===== config.mk =====
export PLATFORM = sky130hd
export DESIGN_NAME = sfifo_prog
export DESIGN_NICKNAME = d
export VERILOG_FILES = /design/src/rtl/sfifo_pkg.sv /design/src/rtl/sfifo_ram.sv /design/src/rtl/sfifo_prog.sv
export SDC_FILE = /design/constraint.sdc
export NUM_CORES = 1
export LEC_CHECK = 0
export ABC_CLOCK_PERIOD_IN_PS = 7530
export CAP_MARGIN = 20
export CELL_PAD_IN_SITES_DETAIL_PLACEMENT = 0
export CELL_PAD_IN_SITES_GLOBAL_PLACEMENT = 1
export CORE_UTILIZATION = 25
export CTS_BUF_LIST = sky130_fd_sc_hd__clkbuf_2
export CTS_CLUSTER_SIZE = 28
export DETAILED_ROUTE_END_ITERATION = 8
export MAX_ROUTING_LAYER = met4
export PLACE_DENSITY_LB_ADDON = 0.1
export SLEW_MARGIN = 10
export SYNTH_ARGS = -nofsm -noshare
export SYNTH_HDL_FRONTEND = slang
export SYNTH_SLANG_ARGS = --single-unit

===== constraint.sdc =====
create_clock -name clk -period 7.53 [get_ports clk]
set_input_delay 1.506 -clock clk [delete_from_list [all_inputs] [get_ports clk]]
set_output_delay 1.506 -clock clk [all_outputs]
set_load 0.03 [all_outputs]

===== src/rtl/sfifo_pkg.sv =====
// -----------------------------------------------------------------------------
// sfifo_pkg
// Shared definitions for the sfifo_prog single-clock FIFO:
//   - ptr_width / cnt_width : pointer and fill-count widths for a given depth
//   - legality constants and checks for DEPTH / AF_LEVEL / AE_LEVEL
//   - sfifo_err_t   : sticky error flags (overflow / underflow)
//   - sfifo_flags_t : registered status flags and their reset value
// -----------------------------------------------------------------------------
package sfifo_pkg;

    // Smallest depth that makes sense (a 1-entry FIFO has no pointer to wrap).
    localparam int SFIFO_MIN_DEPTH = 2;
    // almost_full threshold must lie in 1..DEPTH
    localparam int SFIFO_AF_MIN    = 1;
    // almost_empty threshold must lie in 0..DEPTH-1
    localparam int SFIFO_AE_MIN    = 0;

    // Address width for DEPTH entries; pointers wrap explicitly at DEPTH-1.
    function automatic int ptr_width(input int depth);
        return (depth <= 2) ? 1 : $clog2(depth);
    endfunction

    // Count width must represent 0..DEPTH inclusive.
    function automatic int cnt_width(input int depth);
        return $clog2(depth + 1);
    endfunction

    function automatic bit depth_ok(input int depth);
        return depth >= SFIFO_MIN_DEPTH;
    endfunction

    function automatic bit af_level_ok(input int depth, input int af_level);
        return (af_level >= SFIFO_AF_MIN) && (af_level <= depth);
    endfunction

    function automatic bit ae_level_ok(input int depth, input int ae_level);
        return (ae_level >= SFIFO_AE_MIN) && (ae_level <= depth - 1);
    endfunction

    // Sticky error flags; both clear only on flush or reset.
    typedef struct packed {
        logic overflow;
        logic underflow;
    } sfifo_err_t;

    // Registered occupancy flags, all derived from the next fill count.
    typedef struct packed {
        logic wfull;
        logic rempty;
        logic almost_full;
        logic almost_empty;
    } sfifo_flags_t;

    // An empty FIFO: not full, empty, not almost full, almost empty.
    localparam sfifo_flags_t SFIFO_FLAGS_RST = '{
        wfull:        1'b0,
        rempty:       1'b1,
        almost_full:  1'b0,
        almost_empty: 1'b1
    };

endpackage


===== src/rtl/sfifo_ram.sv =====
// -----------------------------------------------------------------------------
// sfifo_ram
// Simple dual-port storage array for sfifo_prog.
// Build option: SFIFO_FWFT_EN
//   undefined : rdata is registered, loads mem[raddr] on re (latency 1),
//               holds otherwise, resets to 0.
//   defined   : rdata is a combinational read of mem[raddr] (fall-through);
//               re and rst_n are then unused.
// Ports:
//   clk, rst_n        clock, asynchronous active-low reset (read register only)
//   we, waddr, wdata  write port
//   re, raddr, rdata  read port
// The array itself is never reset or cleared so it maps onto block/distributed
// RAM.
// -----------------------------------------------------------------------------
module sfifo_ram #(
    parameter int DEPTH = 16,
    parameter int WIDTH = 8,
    parameter int AW    = 4
) (
    input  logic             clk,
    input  logic             rst_n,
    input  logic             we,
    input  logic [AW-1:0]    waddr,
    input  logic [WIDTH-1:0] wdata,
    input  logic             re,
    input  logic [AW-1:0]    raddr,
    output logic [WIDTH-1:0] rdata
);

    logic [WIDTH-1:0] mem [DEPTH];

    always_ff @(posedge clk) begin
        if (we) begin
            mem[waddr] <= wdata;
        end
    end

`ifdef SFIFO_FWFT_EN
    // Head entry is always visible; the controller only reads when non-empty,
    // so raddr never aliases the entry being written on the same edge.
    assign rdata = mem[raddr];

    logic unused_fwft;
    assign unused_fwft = ^{re, rst_n};
`else
    logic [WIDTH-1:0] rdata_q;
    logic [WIDTH-1:0] rdata_d;

    always_comb begin
        rdata_d = rdata_q;
        if (re) begin
            rdata_d = mem[raddr];
        end
    end

    always_ff @(posedge clk or negedge rst_n) begin
        if (!rst_n) begin
            rdata_q <= '0;
        end else begin
            rdata_q <= rdata_d;
        end
    end

    assign rdata = rdata_q;
`endif

endmodule


===== src/rtl/sfifo_prog.sv =====
// -----------------------------------------------------------------------------
// sfifo_prog
// Single-clock FIFO with arbitrary depth (>= 2), live fill count, registered
// almost-full / almost-empty flags, sticky overflow / underflow errors and a
// synchronous flush.
// Build option: SFIFO_FWFT_EN selects first-word-fall-through read data
// (see sfifo_ram); flag, count and error behaviour is the same in both builds.
// Parameters: DEPTH, WIDTH, AF_LEVEL (1..DEPTH), AE_LEVEL (0..DEPTH-1)
// Ports:
//   clk, rst_n      clock, asynchronous active-low reset
//   flush           synchronous clear of pointers, count, flags and errors
//   winc, wdata     write request / data (accepted when !wfull)
//   rinc, rdata     read request / data (accepted when !rempty)
//   wfull, rempty   count == DEPTH / count == 0
//   almost_full     count >= AF_LEVEL
//   almost_empty    count <= AE_LEVEL
//   fill_cnt        number of stored words
//   overflow        sticky, write attempted while full
//   underflow       sticky, read attempted while empty
// -----------------------------------------------------------------------------
module sfifo_prog
    import sfifo_pkg::*;
#(
    parameter int DEPTH    = 16,
    parameter int WIDTH    = 8,
    parameter int AF_LEVEL = DEPTH - 2,
    parameter int AE_LEVEL = 2
) (
    input  logic                         clk,
    input  logic                         rst_n,
    input  logic                         flush,
    input  logic                         winc,
    input  logic [WIDTH-1:0]             wdata,
    input  logic                         rinc,
    output logic [WIDTH-1:0]             rdata,
    output logic                         wfull,
    output logic                         rempty,
    output logic                         almost_full,
    output logic                         almost_empty,
    output logic [cnt_width(DEPTH)-1:0]  fill_cnt,
    output logic                         overflow,
    output logic                         underflow
);

    localparam int PW = ptr_width(DEPTH);
    localparam int CW = cnt_width(DEPTH);

    localparam logic [PW-1:0] PTR_LAST = PW'(DEPTH - 1);
    localparam logic [CW-1:0] CNT_FULL = CW'(DEPTH);
    localparam logic [CW-1:0] CNT_AF   = CW'(AF_LEVEL);
    localparam logic [CW-1:0] CNT_AE   = CW'(AE_LEVEL);

    // ------------------------------------------------------------------
    // Elaboration-time parameter checks
    // ------------------------------------------------------------------
    if (!depth_ok(DEPTH)) begin : g_bad_depth
        $error("sfifo_prog: DEPTH %0d below minimum %0d", DEPTH, SFIFO_MIN_DEPTH);
    end
    if (!af_level_ok(DEPTH, AF_LEVEL)) begin : g_bad_af
        $error("sfifo_prog: AF_LEVEL %0d outside 1..%0d", AF_LEVEL, DEPTH);
    end
    if (!ae_level_ok(DEPTH, AE_LEVEL)) begin : g_bad_ae
        $error("sfifo_prog: AE_LEVEL %0d outside 0..%0d", AE_LEVEL, DEPTH - 1);
    end

    // ------------------------------------------------------------------
    // State
    // ------------------------------------------------------------------
    logic [PW-1:0] wptr_q,  wptr_d;
    logic [PW-1:0] rptr_q,  rptr_d;
    logic [CW-1:0] cnt_q,   cnt_d;
    sfifo_flags_t  flags_q, flags_d;
    sfifo_err_t    err_q,   err_d;

    logic wr_acc;
    logic rd_acc;

    // Explicit wrap: DEPTH need not be a power of two.
    function automatic logic [PW-1:0] ptr_inc(input logic [PW-1:0] ptr);
        return (ptr == PTR_LAST) ? '0 : ptr + PW'(1);
    endfunction

    always_comb begin
        // Acceptance looks only at the registered flags; flush masks both
        // requests so they neither move data nor raise errors.
        wr_acc  = winc && !flags_q.wfull  && !flush;
        rd_acc  = rinc && !flags_q.rempty && !flush;

        wptr_d  = wptr_q;
        rptr_d  = rptr_q;
        cnt_d   = cnt_q;
        err_d   = err_q;
        flags_d = flags_q;

        if (flush) begin
            wptr_d = '0;
            rptr_d = '0;
            cnt_d  = '0;
            err_d  = '0;
        end else begin
            if (wr_acc) begin
                wptr_d = ptr_inc(wptr_q);
            end
            if (rd_acc) begin
                rptr_d = ptr_inc(rptr_q);
            end

            unique case ({wr_acc, rd_acc})
                2'b10:   cnt_d = cnt_q + CW'(1);
                2'b01:   cnt_d = cnt_q - CW'(1);
                default: cnt_d = cnt_q;
            endcase

            // A rejected request latches its error until flush/reset. At
            // full a winc+rinc pair thus pops one word and flags overflow;
            // at empty it pushes one word and flags underflow.
            err_d.overflow  = err_q.overflow  | (winc & flags_q.wfull);
            err_d.underflow = err_q.underflow | (rinc & flags_q.rempty);
        end

        // Flags track the next count so they are correct right after the
        // edge that changes it (a zero count reproduces the reset flags).
        flags_d.wfull        = (cnt_d == CNT_FULL);
        flags_d.rempty       = (cnt_d == '0);
        flags_d.almost_full  = (cnt_d >= CNT_AF);
        flags_d.almost_empty = (cnt_d <= CNT_AE);
    end

    always_ff @(posedge clk or negedge rst_n) begin
        if (!rst_n) begin
            wptr_q  <= '0;
            rptr_q  <= '0;
            cnt_q   <= '0;
            flags_q <= SFIFO_FLAGS_RST;
            err_q   <= '0;
        end else begin
            wptr_q  <= wptr_d;
            rptr_q  <= rptr_d;
            cnt_q   <= cnt_d;
            flags_q <= flags_d;
            err_q   <= err_d;
        end
    end

    // ------------------------------------------------------------------
    // Storage
    // ------------------------------------------------------------------
    sfifo_ram #(
        .DEPTH (DEPTH),
        .WIDTH (WIDTH),
        .AW    (PW)
    ) u_ram (
        .clk   (clk),
        .rst_n (rst_n),
        .we    (wr_acc),
        .waddr (wptr_q),
        .wdata (wdata),
        .re    (rd_acc),
        .raddr (rptr_q),
        .rdata (rdata)
    );

    // ------------------------------------------------------------------
    // Outputs
    // ------------------------------------------------------------------
    assign wfull        = flags_q.wfull;
    assign rempty       = flags_q.rempty;
    assign almost_full  = flags_q.almost_full;
    assign almost_empty = flags_q.almost_empty;
    assign fill_cnt     = cnt_q;
    assign overflow     = err_q.overflow;
    assign underflow    = err_q.underflow;

endmodule

# Yosys cells after proc, flatten, opt, wreduce, memory -nomap -nowiden
# Memory sizes are Yosys's and may differ from the RTL's. A register that Yosys moved wholly into a read port is not among the register bits.
# Cells that the tools add are included.
# Widths: inputs -> output; s select.
# word_totals
mem_count	1
mem_bits_rw	128
inputBits	13
regBits	19
word_cells	47
output_inout_bits	19
# classes
add_sub_neg	4
bitwise	4
mux	11
n_reduce_logical	11
magnitude_cmp	2
n_eq_ne	5
# mem_list
name	words	word_bits	read_ports	rd_ports_with_merged_regs	wr	line	source
u_ram.mem	16	8	1	1	1	sfifo_ram.sv:31	logic [WIDTH-1:0] mem [DEPTH];
# op_table
op	count
$mux 4	6
$pmux 5 s2	1
$add 4x1->4 const B	2
$eq 4x4->1 const B	2
$add 5x1->5 const B	1
$eq 5x5->1 const B	1
$ge 5x4->1 const B	1
$le 5x2->1 const B	1
$logic_not 5->1	1
$mux 5	1
$sub 5x1->5 const B	1
$logic_and 1x1->1	4
$logic_not 1->1	4
$reduce_bool 2->1	2
$and 1x1->1	2
$eq 2x1->1 const B	1
$eq 2x2->1 const B	1
$mux 1	2
$mux 2	1
$or 1x1->1	2

# Longest topological paths before layout
# Gate-level depths: netlist of run 1.
# logic_depth
word_depth	7
ltp_mapped	12
depth_no_buf	10

# Cells and area by module
# From an unflattened synthesis of run 1, not the netlist that was laid out.
# hier_totals
hier_cells	345
hier_area_um2	6379.9
# modules_own_cells
mod	area_each_um2	cells_per_inst	n_inst	seq_area_each_um2
sfifo_ram	5331.4	240	1	4043.9
sfifo_prog	1048.5	105	1	478.0

# Worst setup path before layout of run 1
# OpenSTA, ideal clock, no wires.
# synth_path
path_type	input to register
startpoint	in flush
endpoint	reg flags_q, in the netlist almost_empty
setup_time_ps	105
setup_slack_ps	3361
required_time_ps	7425
arrival_time_ps	4064
n_path_buf	2
stages	12
path_cell_list	buf_6 > or3b_1 > clkinv_1 > clkbuf_1 > nand2_1 > xnor2_1 > ha_1 > a21o_1 > and3_1 > or3_1 > mux2_2 > o41ai_1
# synth_rtl
item	line	source
start: declaration	sfifo_prog.sv:31	input logic flush,
end signal: assignment	sfifo_prog.sv:140	flags_q <= flags_d;
end: declaration	sfifo_prog.sv:72	sfifo_flags_t flags_q, flags_d;

==> flow_summary.json, run 1 <==
{
  "synth_edf_count": 128,
  "cts_tree": "built",
  "track_usage": 0.121,
  "critPathBufInv": 2,
  "path_cells": "clkdlybuf4s50_1 > or3b_1 > clkinv_1 > nand2_1 > xnor2_1 > ha_1 > a21o_1 > and3_1 > or3_1 > mux2_2 > o41ai_1",
  "yosys.area.top_type": "edfxtp_1",
  "syn-num-nets": 378,
  "gp_congestion": 0.743,
  "cts_buffers": 17,
  "fin_crit_ns": 4.58,
  "cts_resized": 0,
  "grt_remaining_overflow": 0,
  "rows": 57,
  "h-tree-depth": 4,
  "grt_pass1_vias": 3380,
  "drt_iter0_drc": 182,
  "netlist_area_um2": 6300,
  "dieWidth_um": 161,
  "finalSetupViolCount": 0,
  "yosysMostFrequentCell": "edfxtp_1",
  "power_per_cell_area_nw_per_um2": 232,
  "synth_common_cells": "edfxtp_1, nand2_1, mux4_2",
  "cp.required_ns": 8.16,
  "post_cts_buffers": 0,
  "crit_arrival_ns": 5.22,
  "drc": 0,
  "crit_path_end_kind": "flip-flop",
  "root_buffer": "clkbuf_2",
  "netlist-cell-type-count": 42,
  "fin_crit_sh": 0.609,
  "io_pins": 32,
  "core_area_um2": 24500,
  "hp-class": "reg -> reg",
  "maxSlewHeadroom": 0.361,
  "detail_route.wl_per_cell_um": 19.5,
  "ys_dominant_reg_cell": "edfxtp_1",
  "syn_inst": 358,
  "ys_warn_count": 0,
  "place_hpwl_um": 9520,
  "cts_hold_buf": 0,
  "cap_violations": 0,
  "clkTransAtPathRegs_ns": 0.27,
  "finalWirelength_um": 14200,
  "startpoint_type": "input pin",
  "grt_max_degree": 38,
  "status": "completed",
  "postSynthAreaPerCell_um2": 17.6,
  "p_total_uw": 1680,
  "clock_latency_ns": 0.74,
  "fmax_mhz": 218,
  "initial_core_util": 0.257,
  "first_pass_iters": 4,
  "synth_area_leaders": "edfxtp_1, mux4_2, dfrtp_1, nand2_1, nor2_1",
  "rsz0062_at_grt": "no",
  "grt_pass1_wl_um": 22000,
  "dieArea_um2": 25900,
  "vias": 3192,
  "cts_buffer_depth": 2,
  "syn2layout_area_growth_pct": 14.7,
  "tightest_slew_ns": 0.955,
  "seq_area_frac_synth": 0.717,
  "worstSetupPathType": "in -> reg",
  "die_y_um": 161,
  "async_reset_ff_frac": 0.174,
  "critical-path-slowest-cell": "clkdlybuf4s50_1",
  "critPathMaxStageDelay_ns": 0.89,
  "ys_ff_latch": 155,
  "vias_per_cell": 4.38,
  "final_hold_viol_count": 0,
  "fin_skew_ns": 0.0450,
  "critPathMaxFanout": 17,
  "vdd_drop_max_mv": 0.0946,
  "cts_sinks": 155,
  "drive_above_1_share": 0.210,
  "final_util": 0.295,
  "tns_ns": 0,
  "drtAntennaViolNets": 0,
  "slew_violations": 0,
  "synth_top_area_frac": 0.610,
  "antenna_found_initial": 1,
  "final_net_count": 411,
  "crit_family": "buffers and inverters",
  "leakage_uw": 0.00234,
  "port_buffers": 31
}
layout make-up:
class                      instances  area [um^2]
antenna                            1         2.50
clock buffer                      17         85.1
clock inverter                    15          164
fill                            2484        17300
inverter                           8         30.0
multi-input combinational        175         1690
sequential                       155         4520
tap                              324          405
timing repair buffer              34          333
sequential cells by signal, summed over array words and instances, names as in the netlist:
name,count
fill_cnt,5
almost_empty,1
overflow,1
u_ram.rdata,8
wfull,1
almost_full,1
wptr_q,4
u_ram.mem,128
rempty,1
underflow,1
rptr_q,4
cell families (layout without fill, tap and decap cells):
kind of cell | Yosys count | count (layout) | synth area share
flip-flops | 155 | 155 | 0.717
AND/OR/NAND/NOR | 93 | 93 | 0.0667
AO/OA/AOI/OAI | 26 | 26 | 0.0278
multiplexers | 42 | 42 | 0.146
XOR/XNOR | 7 | 7 | 0.00972
adder cells (fa/ha/maj) | 7 | 7 | 0.0139
other | 0 | 1 | 0
buffers and inverters | 28 | 74 | 0.0185
worst min-delay path, delay by kind of cell (launching register included):
family / cells / cell delay, ns
flip-flops: 1 / 0.40
AND/OR/NAND/NOR: 2 / 0.10
layer usage:
layer / vias up / wire (um) / track usage
met5: - / 0 / -
met4: 0 / 150 / 0.0373
met3: 8 / 446 / 0.0258
met2: 57 / 6780 / 0.184
met1: 1671 / 6830 / 0.163
li1: 1456 / - / -
metrics by stage:
step	worst slack [ns]	instances	hold WS, ns	area, um^2
2_1_floorplan	3.36	358	0.556	6300
3_3_place_gp	2.25	696	0.467	6980
3_5_place_dp	2.08	696	0.472	6980
4_1_cts	2.92	728	0.524	7230
5_1_grt	2.73	729	0.552	7230
6_report	2.95	729	0.514	7230
placed cells by master, fill, tap and decap left out, types with 3 or more instances in the layout:
cell,n
nor2_1,26
mux4_2,40
inv_1,7
nand2_1,41
or4_1,3
xor2_1,3
nor3_2,4
nor2b_1,3
xnor2_1,4
o21ai_0,3
a21oi_1,13
dfrtp_1,24
buf_4,3
edfxtp_1,128
clkdlybuf4s50_1,31
clkbuf_2,17
nand2b_1,4
inv_6,4
inv_8,7
ha_1,7
power by group:
part           internal (uW)  switching, uW
Sequential               958           18.8
Combinational           88.3            125
Clock                    140            348
Total                   1190            492
worst paths after layout:
kind | from | to | slack (ns) | cells past startpoint
worst max-delay path | flush | almost_empty | 2.95 | 11
worst min-delay path | u_ram.rdata[1] | u_ram.rdata[1] | 0.51 | 2
worst max register to register | rempty | almost_empty | 4.09 | 10
worst min register to register | u_ram.rdata[1] | u_ram.rdata[1] | 0.51 | 2
max in group asynchronous | rst_n | rempty | 6.08 | 2
min in group asynchronous | rst_n | overflow | 1.13 | 2
Power figures use the tool's default switching activity.
==> run 2, diff against run 1 <==
--- a/config.mk
+++ b/config.mk
@@ -5,7 +5,7 @@
 export SDC_FILE = /design/constraint.sdc
 export NUM_CORES = 1
 export LEC_CHECK = 0
-export ABC_CLOCK_PERIOD_IN_PS = 7530
+export ABC_CLOCK_PERIOD_IN_PS = 4300
 export CAP_MARGIN = 20
 export CELL_PAD_IN_SITES_DETAIL_PLACEMENT = 0
 export CELL_PAD_IN_SITES_GLOBAL_PLACEMENT = 1
==> constraint.sdc (replaced) <==
create_clock -name clk -period 4.3 [get_ports clk]
set_input_delay 0.86 -clock clk [delete_from_list [all_inputs] [get_ports clk]]
set_output_delay 0.86 -clock clk [all_outputs]
set_load 0.03 [all_outputs]
==> flow_summary.json, run 2 (same netlist as run 1, synthesis figures left out) <==
{
  "status": "completed",
  "gp_congestion": 0.730,
  "final_cell_mix": "edfxtp_1, nand2_1, mux4_2",
  "core_area_um2": 24500,
  "cts_resized": 0,
  "ff_latch_area_um2": 4520,
  "first_pass_iters": 4,
  "cts_tree": "built",
  "crit-reg2reg-launch": "rempty",
  "final_cell_area_um2": 7380,
  "hp-class": "reg -> reg",
  "grt_remaining_overflow": 0,
  "clock_latency_ns": 0.73,
  "dpl_cell_area_um2": 7120,
  "grt_max_degree": 38,
  "cts_hold_buf": 0,
  "rows": 57,
  "crit_path_end_kind": "flip-flop",
  "fin_crit_ns": 2.99,
  "fmax_mhz": 335,
  "vdd_drop_max_mv": 0.157,
  "fin_skew_ns": 0.0433,
  "syn2layout_area_growth_pct": 17.0,
  "slew_violations": 0,
  "leakage_uw": 0.00244,
  "timing.final.ws_setup_ns": 1.31,
  "final_common_cell": "edfxtp_1",
  "detail_route.wl_per_cell_um": 19.0,
  "dieArea_um2": 25900,
  "top_register": "u_ram.mem",
  "final_net_count": 432,
  "place_hpwl_um": 9640,
  "hold_path_end": "u_ram.rdata[0]",
  "rsz0062_at_grt": "no",
  "cts_buffer_depth": 2,
  "crit_arrival_ns": 3.62,
  "worstSetupPathType": "in -> reg",
  "fin_crit_sh": 0.694,
  "critPathMaxFanout": 4,
  "tns_ns": 0,
  "r2r_setup_slack_ns": 1.51,
  "vias_per_cell": 4.35,
  "io_pins": 32,
  "hold_path_depth": 2,
  "maxSlewHeadroom": 0.396,
  "cap_violations": 0,
  "port_buffers": 31,
  "drc": 0,
  "hold_start": "u_ram.rdata[0]",
  "r2r_cells": 10,
  "dp_worst_setup_slack_ns": 0.549,
  "drt_iter0_drc": 160,
  "antenna_found_initial": 1,
  "final_hold_viol_count": 0,
  "post_cts_buffers": 0,
  "finalWirelength_um": 14200,
  "die_y_um": 161,
  "n_fill_cell": 2499,
  "timing.rr.end": "almost_empty",
  "track_usage": 0.121,
  "tightest_slew_ns": 0.903,
  "power_per_cell_area_nw_per_um2": 402,
  "drive_above_1_share": 0.242,
  "cp.required_ns": 4.94,
  "initial_core_util": 0.257,
  "fin_hold_ws_ns": 0.511,
  "largest_reg_flops": 128,
  "root_buffer": "clkbuf_2",
  "finalSetupViolCount": 0,
  "h-tree-depth": 4,
  "clkTransAtPathRegs_ns": 0.25,
  "drtAntennaViolNets": 0,
  "multi_input_area_um2": 1670,
  "cts_buffers": 17,
  "vias": 3259,
  "startpoint_type": "input pin",
  "dieWidth_um": 161,
  "cts_sinks": 155,
  "grt_pass1_wl_um": 22000,
  "grt_pass1_vias": 3497
}
[run 2: how the worst max path moves through the flow]
stage	start	endpoint	slack, ns	depth (start not counted)
floorplan	flush	almost_empty	0.78	12
global placement	rinc	almost_empty	0.54	11
detailed placement	rinc	almost_empty	0.55	11
CTS	fill_cnt[1]	fill_cnt[1]	1.24	1
global route	fill_cnt[1]	fill_cnt[1]	1.17	1
finish	rinc	almost_empty	1.31	11
[run 2: per-layer routing]
metal / vias to the layer above / share of wire / track usage / wire length, um
met2: 56 / 0.48 / 0.188 / 6850
met4: 0 / 0.010 / 0.0369 / 145
met5: - / 0 / - / 0
met1: 1694 / 0.48 / 0.158 / 6800
li1: 1497 / - / - / -
met3: 12 / 0.031 / 0.0294 / 439
[run 2: stage by stage]
stage,total power [uW],utilization,cells
after global placement,2130,0.290,717
after CTS,3030,0.301,749
final,2970,0.301,750
after detailed placement,2130,0.290,717
after global routing,3110,0.301,750
after floorplan,1960,-,358
[run 2: layout make-up]
type	instances	share of cell area
repair buffers	55	0.0665
inverters	8	0.00407
well taps	324	0.0550
diodes	1	0.000339
flip-flops and latches	155	0.613
multi-input cells	175	0.226
clock inverters	15	0.0236
clock buffers	17	0.0115
[run 2: power by group]
part / switching (uW) / leakage (uW) / internal [uW]
sequential: 31.5 / 0.00151 / 1680
clock: 586 / 0.000161 / 293
combinational: 219 / 0.000774 / 159
total: 836 / 0.00244 / 2130
[run 2: critical path, stage by stage]
cell and delay [ns]:
clkdlybuf4s50_1 0.51, or3b_1 0.40, clkinv_1 0.07, nand2_1 0.06
xnor2_1 0.12, ha_1 0.21, a21o_1 0.18, and3_1 0.17
or3_1 0.35, mux2_2 0.33, o41ai_1 0.36
==> run 3, diff against run 2 <==
--- a/config.mk
+++ b/config.mk
@@ -5,7 +5,7 @@
 export SDC_FILE = /design/constraint.sdc
 export NUM_CORES = 1
 export LEC_CHECK = 0
-export ABC_CLOCK_PERIOD_IN_PS = 4300
+export ABC_CLOCK_PERIOD_IN_PS = 2700
 export CAP_MARGIN = 20
 export CELL_PAD_IN_SITES_DETAIL_PLACEMENT = 0
 export CELL_PAD_IN_SITES_GLOBAL_PLACEMENT = 1
==> constraint.sdc (replaced) <==
create_clock -name clk -period 2.7 [get_ports clk]
set_input_delay 0.54 -clock clk [delete_from_list [all_inputs] [get_ports clk]]
set_output_delay 0.54 -clock clk [all_outputs]
set_load 0.03 [all_outputs]
==> flow_summary.json, run 3 (same netlist as run 1, synthesis figures left out) <==
{
  "grt_pass1_vias": 3622,
  "detail_route.wl_per_cell_um": 19.5,
  "crit_arrival_ns": 3.27,
  "leakage_uw": 0.00259,
  "met2RoutedLength_um": 7560,
  "cp.required_ns": 3.35,
  "fmax_mhz": 381,
  "final_cell_mix": "edfxtp_1, buf_4, nand2_1, mux4_2, clkdlybuf4s50_1",
  "status": "completed",
  "fin_crit_ns": 2.62,
  "wl_met1_um": 6920,
  "rows": 57,
  "die_y_um": 161,
  "fin_skew_ns": 0.0413,
  "startpoint_type": "flip-flop",
  "cts_buffers": 17,
  "grt_remaining_overflow": 0,
  "final_cell_area_um2": 7650,
  "finalSetupViolCount": 0,
  "fin_crit_sh": 0.971,
  "cts_sinks": 155,
  "place_hpwl_um": 10100,
  "crit_path_end_kind": "flip-flop",
  "drt_iter0_drc": 224,
  "vias_per_cell": 4.44,
  "core_area_um2": 24500,
  "power_per_cell_area_nw_per_um2": 614,
  "cap_violations": 0,
  "p_total_uw": 4690,
  "critPathMaxFanout": 12,
  "ff_latch_area_um2": 4530,
  "port_buffers": 31,
  "n_fill_cell": 2451,
  "syn2layout_area_growth_pct": 21.3,
  "rsz0062_at_grt": "yes",
  "vias": 3447,
  "top_layer": "met4",
  "largest_reg_flops": 128,
  "antenna_found_initial": 1,
  "track_usage": 0.129,
  "finalWirelength_um": 15200,
  "grt_max_degree": 37,
  "dieWidth_um": 161,
  "dpl_cell_area_um2": 7360,
  "r2r_cells": 8,
  "hp-class": "in -> async",
  "h-tree-depth": 4,
  "top_register": "u_ram.mem",
  "slew_violations": 0,
  "worstSetupPathType": "reg -> reg",
  "drive_above_1_share": 0.304,
  "maxSlewHeadroom": 0.504,
  "multi_input_area_um2": 1730,
  "clock_latency_ns": 0.72,
  "final_net_count": 456,
  "dieArea_um2": 25900,
  "cts_hold_buf": 0,
  "drc": 0,
  "gp_congestion": 0.760,
  "clkTransAtPathRegs_ns": 0.26,
  "cts_tree": "built",
  "final_hold_viol_count": 0,
  "cts_buffer_depth": 2,
  "initial_core_util": 0.257,
  "final_common_cell": "edfxtp_1",
  "wl_met3_um": 514,
  "first_pass_iters": 4,
  "grt_pass1_wl_um": 23000,
  "r2r_setup_slack_ns": 0.08,
  "tightest_slew_ns": 0.744,
  "root_buffer": "clkbuf_2",
  "drtAntennaViolNets": 0,
  "io_pins": 32,
  "vdd_drop_max_mv": 0.265
}
==> run 3: changes by cell type in the layout (fill, tap and decap cells not counted), sizes merged, moves of 2 or more <==
cell      delta
buf         +24
inv          -6
diode        +4
clkinv       +2
clkinvlp     +2
==> run 3: power by group <==
part | switching [uW] | total, uW | internal (uW)
Combinational | 353 | 652 | 299
Clock | 867 | 1300 | 433
Sequential | 67.8 | 2740 | 2670
==> run 3: through the flow <==
step | hold WS, ns | std cells | setup TNS (ns) | utilization | setup slack [ns]
floorplan | 0.244 | 358 | -0.880 | - | -0.280
global placement | 0.476 | 738 | -2.97 | 0.300 | -0.529
detailed placement | 0.470 | 738 | -3.09 | 0.300 | -0.543
CTS | 0.0896 | 769 | 0 | 0.310 | 0.0221
global route | 0.106 | 777 | -0.0387 | 0.312 | -0.0220
finish | 0.162 | 777 | 0 | 0.312 | 0.0783
==> run 3: path summary, 6_finish.rpt <==
| path | startpoint | endpoint |
|---|---|---|
| worst max-delay path | rempty | almost_empty |
| min in group clk | u_ram.rdata[7] | u_ram.rdata[7] |
| worst max register to register | rempty | almost_empty |
| worst min register to register | u_ram.rdata[7] | u_ram.rdata[7] |
| max in group asynchronous | rst_n | rptr_q[0] |
| worst min-delay path | rst_n | u_ram.rdata[1] |
==> run 3: repair_timing <==
item / in CTS / in global routing
endpoints found under the hold margin: 0 / 0
setup endpoints to repair: 2 / 6
resized for setup: 2 / 4
setup buffers: 0 / 3
==> run 3: per-layer routing <==
metal / GRT usage / up-vias
li1: - / 1552
met2: 0.208 / 69
met1: 0.163 / 1811
met5: - / -
met4: 0.0334 / 0
met3: 0.0323 / 15
==> run 3: worst max-delay path: stages, from the launching register on <==
cell	delay (ns)
dfstp_2	0.62
or3b_4	0.15
clkinv_4	0.05
buf_4	0.17
ha_1	0.24
or4_1	0.55
a41oi_2	0.23
xnor2_2	0.16
o41ai_2	0.38
==> run 3: area by class of cell <==
class	count	area share
sequential	155	0.592
timing repair buffer	79	0.0929
multi-input combinational	175	0.226
clock buffer	18	0.0118
inverter	8	0.00458
tap	324	0.0530
antenna	5	0.00164
clock inverter	13	0.0187
